$ cat src/rtl/fetch_seq_pkg.sv
// Shared types and defaults for the fetch sequencer: jump conditions,
// sequencer states and the branch-condition helper.
package fetch_seq_pkg;

  localparam int AW_DEFAULT          = 8;
  localparam int IW_DEFAULT          = 16;
  localparam int STACK_DEPTH_DEFAULT = 4;

  typedef enum logic [1:0] {
    JMP = 2'b00,
    JZ  = 2'b01,
    JNZ = 2'b10,
    JL  = 2'b11
  } jump_t;

  typedef enum logic [1:0] {
    FETCH,
    WAIT,
    EXEC,
    HALT
  } seq_state_t;

  // Branch decision from the flags held before the current instruction.
  // JL is signed less-than, i.e. sign differs from overflow.
  function automatic logic cond_met(jump_t cond, logic z, logic s, logic o);
    logic taken;
    taken = 1'b0;
    case (cond)
      JMP:     taken = 1'b1;
      JZ:      taken = z;
      JNZ:     taken = !z;
      JL:      taken = (s != o);
      default: taken = 1'b0;
    endcase
    return taken;
  endfunction

endpackage

$ cat src/rtl/fetch_seq_ret_stack.sv
// ret_stack: small LIFO of return addresses for the call/return option.
// Overflowing pushes and underflowing pops are ignored here; the sequencer
// decides what an illegal access means.
module ret_stack #(
  parameter int DEPTH = 4,
  parameter int W     = 8
) (
  input  logic         clk,
  input  logic         rst,
  input  logic         push,
  input  logic         pop,
  input  logic [W-1:0] wr_data,
  output logic [W-1:0] data,
  output logic         full,
  output logic         empty
);

  localparam int CW   = $clog2(DEPTH + 1);
  localparam int IDXW = (DEPTH > 1) ? $clog2(DEPTH) : 1;

  logic [W-1:0]    mem [DEPTH];
  logic [CW-1:0]   count;
  logic [IDXW-1:0] wr_idx;
  logic [IDXW-1:0] rd_idx;

  assign full   = (count == CW'(DEPTH));
  assign empty  = (count == '0);
  assign wr_idx = IDXW'(count);
  assign rd_idx = IDXW'(count - 1'b1);
  assign data   = mem[rd_idx];

  // Occupancy counter; reset empties the stack.
  always_ff @(posedge clk) begin
    if (rst) begin
      count <= '0;
    end else if (push && !full) begin
      count <= count + 1'b1;
    end else if (pop && !empty) begin
      count <= count - 1'b1;
    end
  end

  // Entry storage; contents need no reset because occupancy guards reads.
  always_ff @(posedge clk) begin
    if (push && !full) begin
      mem[wr_idx] <= wr_data;
    end
  end

endmodule

$ cat src/rtl/fetch_seq.sv
// fetch_seq: multi-cycle instruction sequencer. Owns the PC, the
// instruction-memory handshake, the Z/S/O flags and branch resolution.
// Optional feature macro: FETCH_SEQ_CALL_STACK_EN (adds call/return stack).
module fetch_seq
  import fetch_seq_pkg::*;
#(
  parameter int AW = AW_DEFAULT,
  parameter int IW = IW_DEFAULT
`ifdef FETCH_SEQ_CALL_STACK_EN
  ,
  parameter int STACK_DEPTH = STACK_DEPTH_DEFAULT
`endif
) (
  input  logic          clk,
  input  logic          rst,
  output logic          imem_req,
  output logic [AW-1:0] imem_addr,
  input  logic          imem_valid,
  input  logic [IW-1:0] imem_data,
  output logic          instr_valid,
  output logic [IW-1:0] instr,
  output logic [AW-1:0] pc,
  input  logic          exec_done,
  input  logic          is_jump,
  input  jump_t         jump_cond,
  input  logic [AW-1:0] jump_addr,
  input  logic          is_halt,
  input  logic          flag_we,
  input  logic          z_in,
  input  logic          s_in,
  input  logic          o_in,
`ifdef FETCH_SEQ_CALL_STACK_EN
  input  logic          is_call,
  input  logic          is_ret,
  output logic          stack_err,
`endif
  output logic          halted
);

  seq_state_t    state;
  seq_state_t    state_next;
  logic [AW-1:0] pc_next;
  logic [AW-1:0] pc_inc;
  logic          capture;
  logic          flag_upd;
  logic          z_q;
  logic          s_q;
  logic          o_q;

`ifdef FETCH_SEQ_CALL_STACK_EN
  logic          push;
  logic          pop;
  logic          err_set;
  logic [AW-1:0] stack_top;
  logic          stack_full;
  logic          stack_empty;

  ret_stack #(
    .DEPTH (STACK_DEPTH),
    .W     (AW)
  ) u_ret_stack (
    .clk     (clk),
    .rst     (rst),
    .push    (push),
    .pop     (pop),
    .wr_data (pc_inc),
    .data    (stack_top),
    .full    (stack_full),
    .empty   (stack_empty)
  );
`endif

  assign pc_inc      = pc + AW'(1);
  assign imem_addr   = pc;
  assign imem_req    = (state == FETCH) || (state == WAIT);
  assign instr_valid = (state == EXEC);
  assign halted      = (state == HALT);

  // Next state and next PC; control inputs matter only on exec_done in EXEC.
  always_comb begin
    state_next = state;
    pc_next    = pc;
    capture    = 1'b0;
    flag_upd   = 1'b0;
`ifdef FETCH_SEQ_CALL_STACK_EN
    push       = 1'b0;
    pop        = 1'b0;
    err_set    = 1'b0;
`endif
    case (state)
      FETCH: state_next = WAIT;
      WAIT: begin
        if (imem_valid) begin
          capture    = 1'b1;
          state_next = EXEC;
        end
      end
      EXEC: begin
        if (exec_done) begin
          flag_upd   = flag_we;
          state_next = FETCH;
          if (is_halt) begin
            state_next = HALT;
          end
`ifdef FETCH_SEQ_CALL_STACK_EN
          else if (is_call) begin
            if (stack_full) begin
              err_set    = 1'b1;
              state_next = HALT;
            end else begin
              push    = 1'b1;
              pc_next = jump_addr;
            end
          end else if (is_ret) begin
            if (stack_empty) begin
              err_set    = 1'b1;
              state_next = HALT;
            end else begin
              pop     = 1'b1;
              pc_next = stack_top;
            end
          end
`endif
          else if (is_jump && cond_met(jump_cond, z_q, s_q, o_q)) begin
            pc_next = jump_addr;
          end else begin
            pc_next = pc_inc;
          end
        end
      end
      HALT:    state_next = HALT;
      default: state_next = FETCH;
    endcase
  end

  // Architectural registers: state, PC, captured instruction and flags.
  always_ff @(posedge clk) begin
    if (rst) begin
      state <= FETCH;
      pc    <= '0;
      instr <= '0;
      z_q   <= 1'b0;
      s_q   <= 1'b0;
      o_q   <= 1'b0;
`ifdef FETCH_SEQ_CALL_STACK_EN
      stack_err <= 1'b0;
`endif
    end else begin
      state <= state_next;
      pc    <= pc_next;
      if (capture) begin
        instr <= imem_data;
      end
      if (flag_upd) begin
        z_q <= z_in;
        s_q <= s_in;
        o_q <= o_in;
      end
`ifdef FETCH_SEQ_CALL_STACK_EN
      if (err_set) begin
        stack_err <= 1'b1;
      end
`endif
    end
  end

endmodule

$ cat config.mk
export PLATFORM = sky130hd
export DESIGN_NAME = fetch_seq
export DESIGN_NICKNAME = d
export VERILOG_FILES = /design/src/rtl/fetch_seq_pkg.sv /design/src/rtl/fetch_seq_ret_stack.sv /design/src/rtl/fetch_seq.sv
export SDC_FILE = /design/constraint.sdc
export NUM_CORES = 1
export LEC_CHECK = 0
export ABC_AREA = 1
export BUFFER_PORTS_ARGS = -buffer_cell sky130_fd_sc_hd__buf_2
export CAP_MARGIN = 20
export CORE_MARGIN = 2
export CORE_UTILIZATION = 45
export DETAILED_ROUTE_END_ITERATION = 10
export PLACE_DENSITY = 0.74
export SLEW_MARGIN = 30
export SYNTH_ARGS = -nofsm -noshare
export SYNTH_HDL_FRONTEND = slang
export SYNTH_SLANG_ARGS = --single-unit
$ cat constraint.sdc
create_clock -name clk -period 3 [get_ports clk]
set_input_delay 0.45 -clock clk [delete_from_list [all_inputs] [get_ports clk]]
set_output_delay 0.45 -clock clk [all_outputs]
set_load 0.005 [all_outputs]
==> results.md <==
STA:
- Final hold analysis gives a worst-case slack of 0.3851 ns.
- The ratio of final minimum period to clock period is between 50% and 60%.
- The timing-limited maximum frequency is around 0.65 GHz.
- For the final database, setup skew stands at roughly 0.0042 ns.
- The post-route worst setup slack is about 1.5 ns.
- The number of hold violations in the final report was 0.
- Setup repair after global routing left no endpoint under its margin.
- Setup violations remaining at the end of the flow were counted as 0.
- The final critical delay including setup and external delays is 1.530 ns.
- The final total negative setup slack is 0 ns.
- The number of max-slew violations in the final report was 0.
- The transition time at the pin with the least slew margin is 0.4726 ns.
- The worst relative slew slack is 68.50%.

Placement:
- The minimum setup slack after placement is 1.483 ns.
- The number of I/O port buffers is 70.
- The congestion estimate from routability-driven global placement came to 0.7735.
- The wire-length estimate of the detail-placed layout is 2449 µm.

Critical path:
- For the worst setup path, the data arrival time is 1.08 ns.
- The largest driver fanout on the critical path is 4.
- STA puts the critical path data required time at 2.55 ns.
- The worst setup path is of the flip-flop to primary output kind.
- The worst setup path is captured at a primary output.
- The startpoint type of the worst setup path is a flip-flop.
- The source of the worst register-to-register timing path is state[1]$_SDFFE_PP0P_.
- In this run the worst setup path begins at state[1]$_SDFFE_PP0P_.

Run status:
- The run finished with clean final reports.

Layout:
- The library cell used most frequently in the layout, excluding fill and tap cells, is buf_2.
- The number of fill cells is 334.
- The multi-input logic area is 700.7 µm².
- The top cell types in the final layout, fill and taps aside, are 70 x buf_2, 52 x nand2_1, 36 x nand3_1, 29 x dfxtp_1, 27 x a21oi_1.
- The share of cells above drive strength 1 is 33.09%.
- For this run, the post-layout net count is 305.
- 0 antenna diodes ended up in the layout.
- The combined flip-flop and latch cell area is just under 600 µm².
- The area overhead of the layout relative to synthesis is 24.00%.
- Measured on the finished design, the core utilization comes to between 50% and 60%.

Power and ir drop:
- The worst IR drop on VDD is 0.3145 mV.
- After layout, the design draws a total of between 0.7 and 0.8 mW.
- The power density normalized to cell area is 436.6 mW/mm².
- The leakage power is 0.8939 nW.

CTS:
- In this run the post-CTS setup repair buffer count came out at 0.
- Buffers inserted during clock tree synthesis total 5.
- The CTS H-tree depth is 2.
- After clock tree synthesis, the clock-pin slew on the worst setup and hold paths is approximately 0.090 ns.
- For the worst-skew pair, the clock arrives at the later sink with an insertion delay of 0.32 ns.
- Counting every sink on the clock net gives 29.
- In this run the deepest clock path goes through 2 buffers.
- The number of gates resized after CTS was 0.
- The cell at the root of the clock tree is clkbuf_4.
- After clock tree synthesis, the flow added hold-fix buffers numbering 0.
- The clock tree from TritonCTS is built.

Floorplan:
- The initial cell density of the core is between 40 and 50%.
- The area of the die is around 0.0037 mm².
- The die is between 60 and 70 µm wide.
- The floorplan has 20 rows.
- In this run the vertical extent of the chip is between 60 and 70 µm.
- The number of ports placed on the die boundary is 71.
- The area of the core is between 0.003 and 0.004 mm².

GRT:
- Entering global routing, the biggest net connects 27 pins.
- The first-pass GRT wire length is around 5400 µm.
- The number of global-route vias before repair is ~1.3k.
- The number of antenna violations at the first check in global routing is 0.
- Global routing used a little under a fifth of the available tracks.
- The total overflow reported by the global router is 0.

Drt:
- The number of iterations in the first detailed-routing pass is 4.
- The ratio of routed vias to standard cells is ~4.8.
- After detailed routing, the number of remaining DRC violations is 0.
- Dividing the detail-routed wire length by the instance count gives between 10 and 15 µm.
- The vias after detailed routing is 1499.
- The final layout contains routed wiring with a total length of 3367 µm.
- In this run the remaining antenna-violating nets after routing total 0.
- For this block, the initial DRC count from the detailed router was 86.

Min path:
- The class of the worst hold path is input port to flip-flop.
- The startpoint of the worst hold path is imem_data[0].

Logic synthesis:
- The sequential area share after synthesis is 39.62%.
- The share of synthesized area in the top cell type comes to about two fifths.
- After synthesis, the largest family of logic cells by area is simple AND/OR/NAND/NOR gates.
- The synthesized flop and latch total is 29.
- The total standard cell area after synthesis is between 0.001 and 0.0015 mm².
- The number of standard cells after synthesis is around 210.
- The number of library cell types mapped by synthesis is 25.
- Summing the areas of all and, or, nand and nor instances in the mapped netlist gives 32.54% of the synthesized area.
- Measured against the total synthesized area, the mux share comes to 0%.
- The Yosys step of the flow raised 0 warnings.
- The average cell area after synthesis is around 7 µm².
- The post-synthesis share of cell area spent on full adders, half adders and majority gates is less than 1%.
- The synthesized net count is 245.
- Yosys attributes the largest share of cell area to dfxtp_1 40%, nand2_1 13%, nand3_1 12%.
- Summing the areas of all xor and xnor instances in the mapped netlist gives roughly 1.8% of the synthesized area.
- The fraction of the mapped netlist area in compound gates is around 13%.
- The largest area contributor in the netlist is dfxtp_1.

Flow run:
- The number of maximum-capacitance violations is 0.
-- routing by layer --
layer | track usage [%] | vias up | share of wire [%]
met5 | 0 | - | 0
met4 | 8.385 | 0 | 1.7
met3 | 6.092 | 8 | 8.1
met2 | 32.22 | 54 | 45
met1 | 22.08 | 653 | 45
li1 | - | 784 | -
-- Yosys cell counts --
master / n
nand2_2: 2
nand3_2: 1
inv_2: 2
nand3_1: 36
buf_2: 3
o21ai_2: 1
nor2_1: 4
clkbuf_1: 4
buf_6: 1
dfxtp_1: 29
buf_1: 1
o21bai_1: 2
nor2_4: 3
a31oi_1: 1
xnor2_1: 1
nand2_1: 52
or2_1: 1
xor2_1: 2
nor2_2: 2
o21ai_0: 4
buf_4: 8
nand2_4: 1
a21oi_1: 27
ha_1: 1
inv_1: 19
-- cell families after synthesis --
logic type	Yosys count
AND/OR/NAND/NOR	102
XOR/XNOR	3
buffers and inverters	38
AO/OA/AOI/OAI	35
adder cells (fa/ha/maj)	1
flip-flops	29
-- registers in the layout, indices dropped and copies added, names as in the netlist --
register and count:
s_q 1, z_q 1, o_q 1, imem_addr 8
state 2, instr 16
-- through the flow --
stage                     cell area [µm²]  instances
final                                1817        313
after detailed placement             1765        305
after global routing                 1817        313
after global placement               1765        305
after CTS                            1817        313
after floorplan                      1465        208
-- worst max-delay path, cell delays in order (launching register included) --
cell     delay (ns)
dfxtp_1        0.41
inv_2          0.08
nor2_4         0.13
buf_2          0.14
-- power breakdown --
part / switching (mW) / internal [mW]
combinational: 0.0871 / 0.0611
clock: 0.134 / 0.0890
sequential: 0.0162 / 0.406
-- cell type report --
type	count	area share [%]
multi-input combinational	141	38.57
sequential	29	31.96
timing repair buffer	70	19.28
inverter	21	4.339
tap	44	3.030
clock buffer	6	2.273
clock inverter	2	0.5510
-- final timing paths --
| check | to | slack, ns | depth (start not counted) |
|---|---|---|---|
| worst max-delay path | instr_valid | 1.47 | 3 |
| worst min register to register | instr[3]$_SDFFE_PP0P_ | 0.47 | 2 |
| worst min-delay path | instr[0]$_SDFFE_PP0P_ | 0.39 | 3 |
| worst max register to register | imem_addr[7]$_SDFFE_PP0P_ | 1.57 | 7 |
Note: power is estimated with default switching activity, not from simulation.
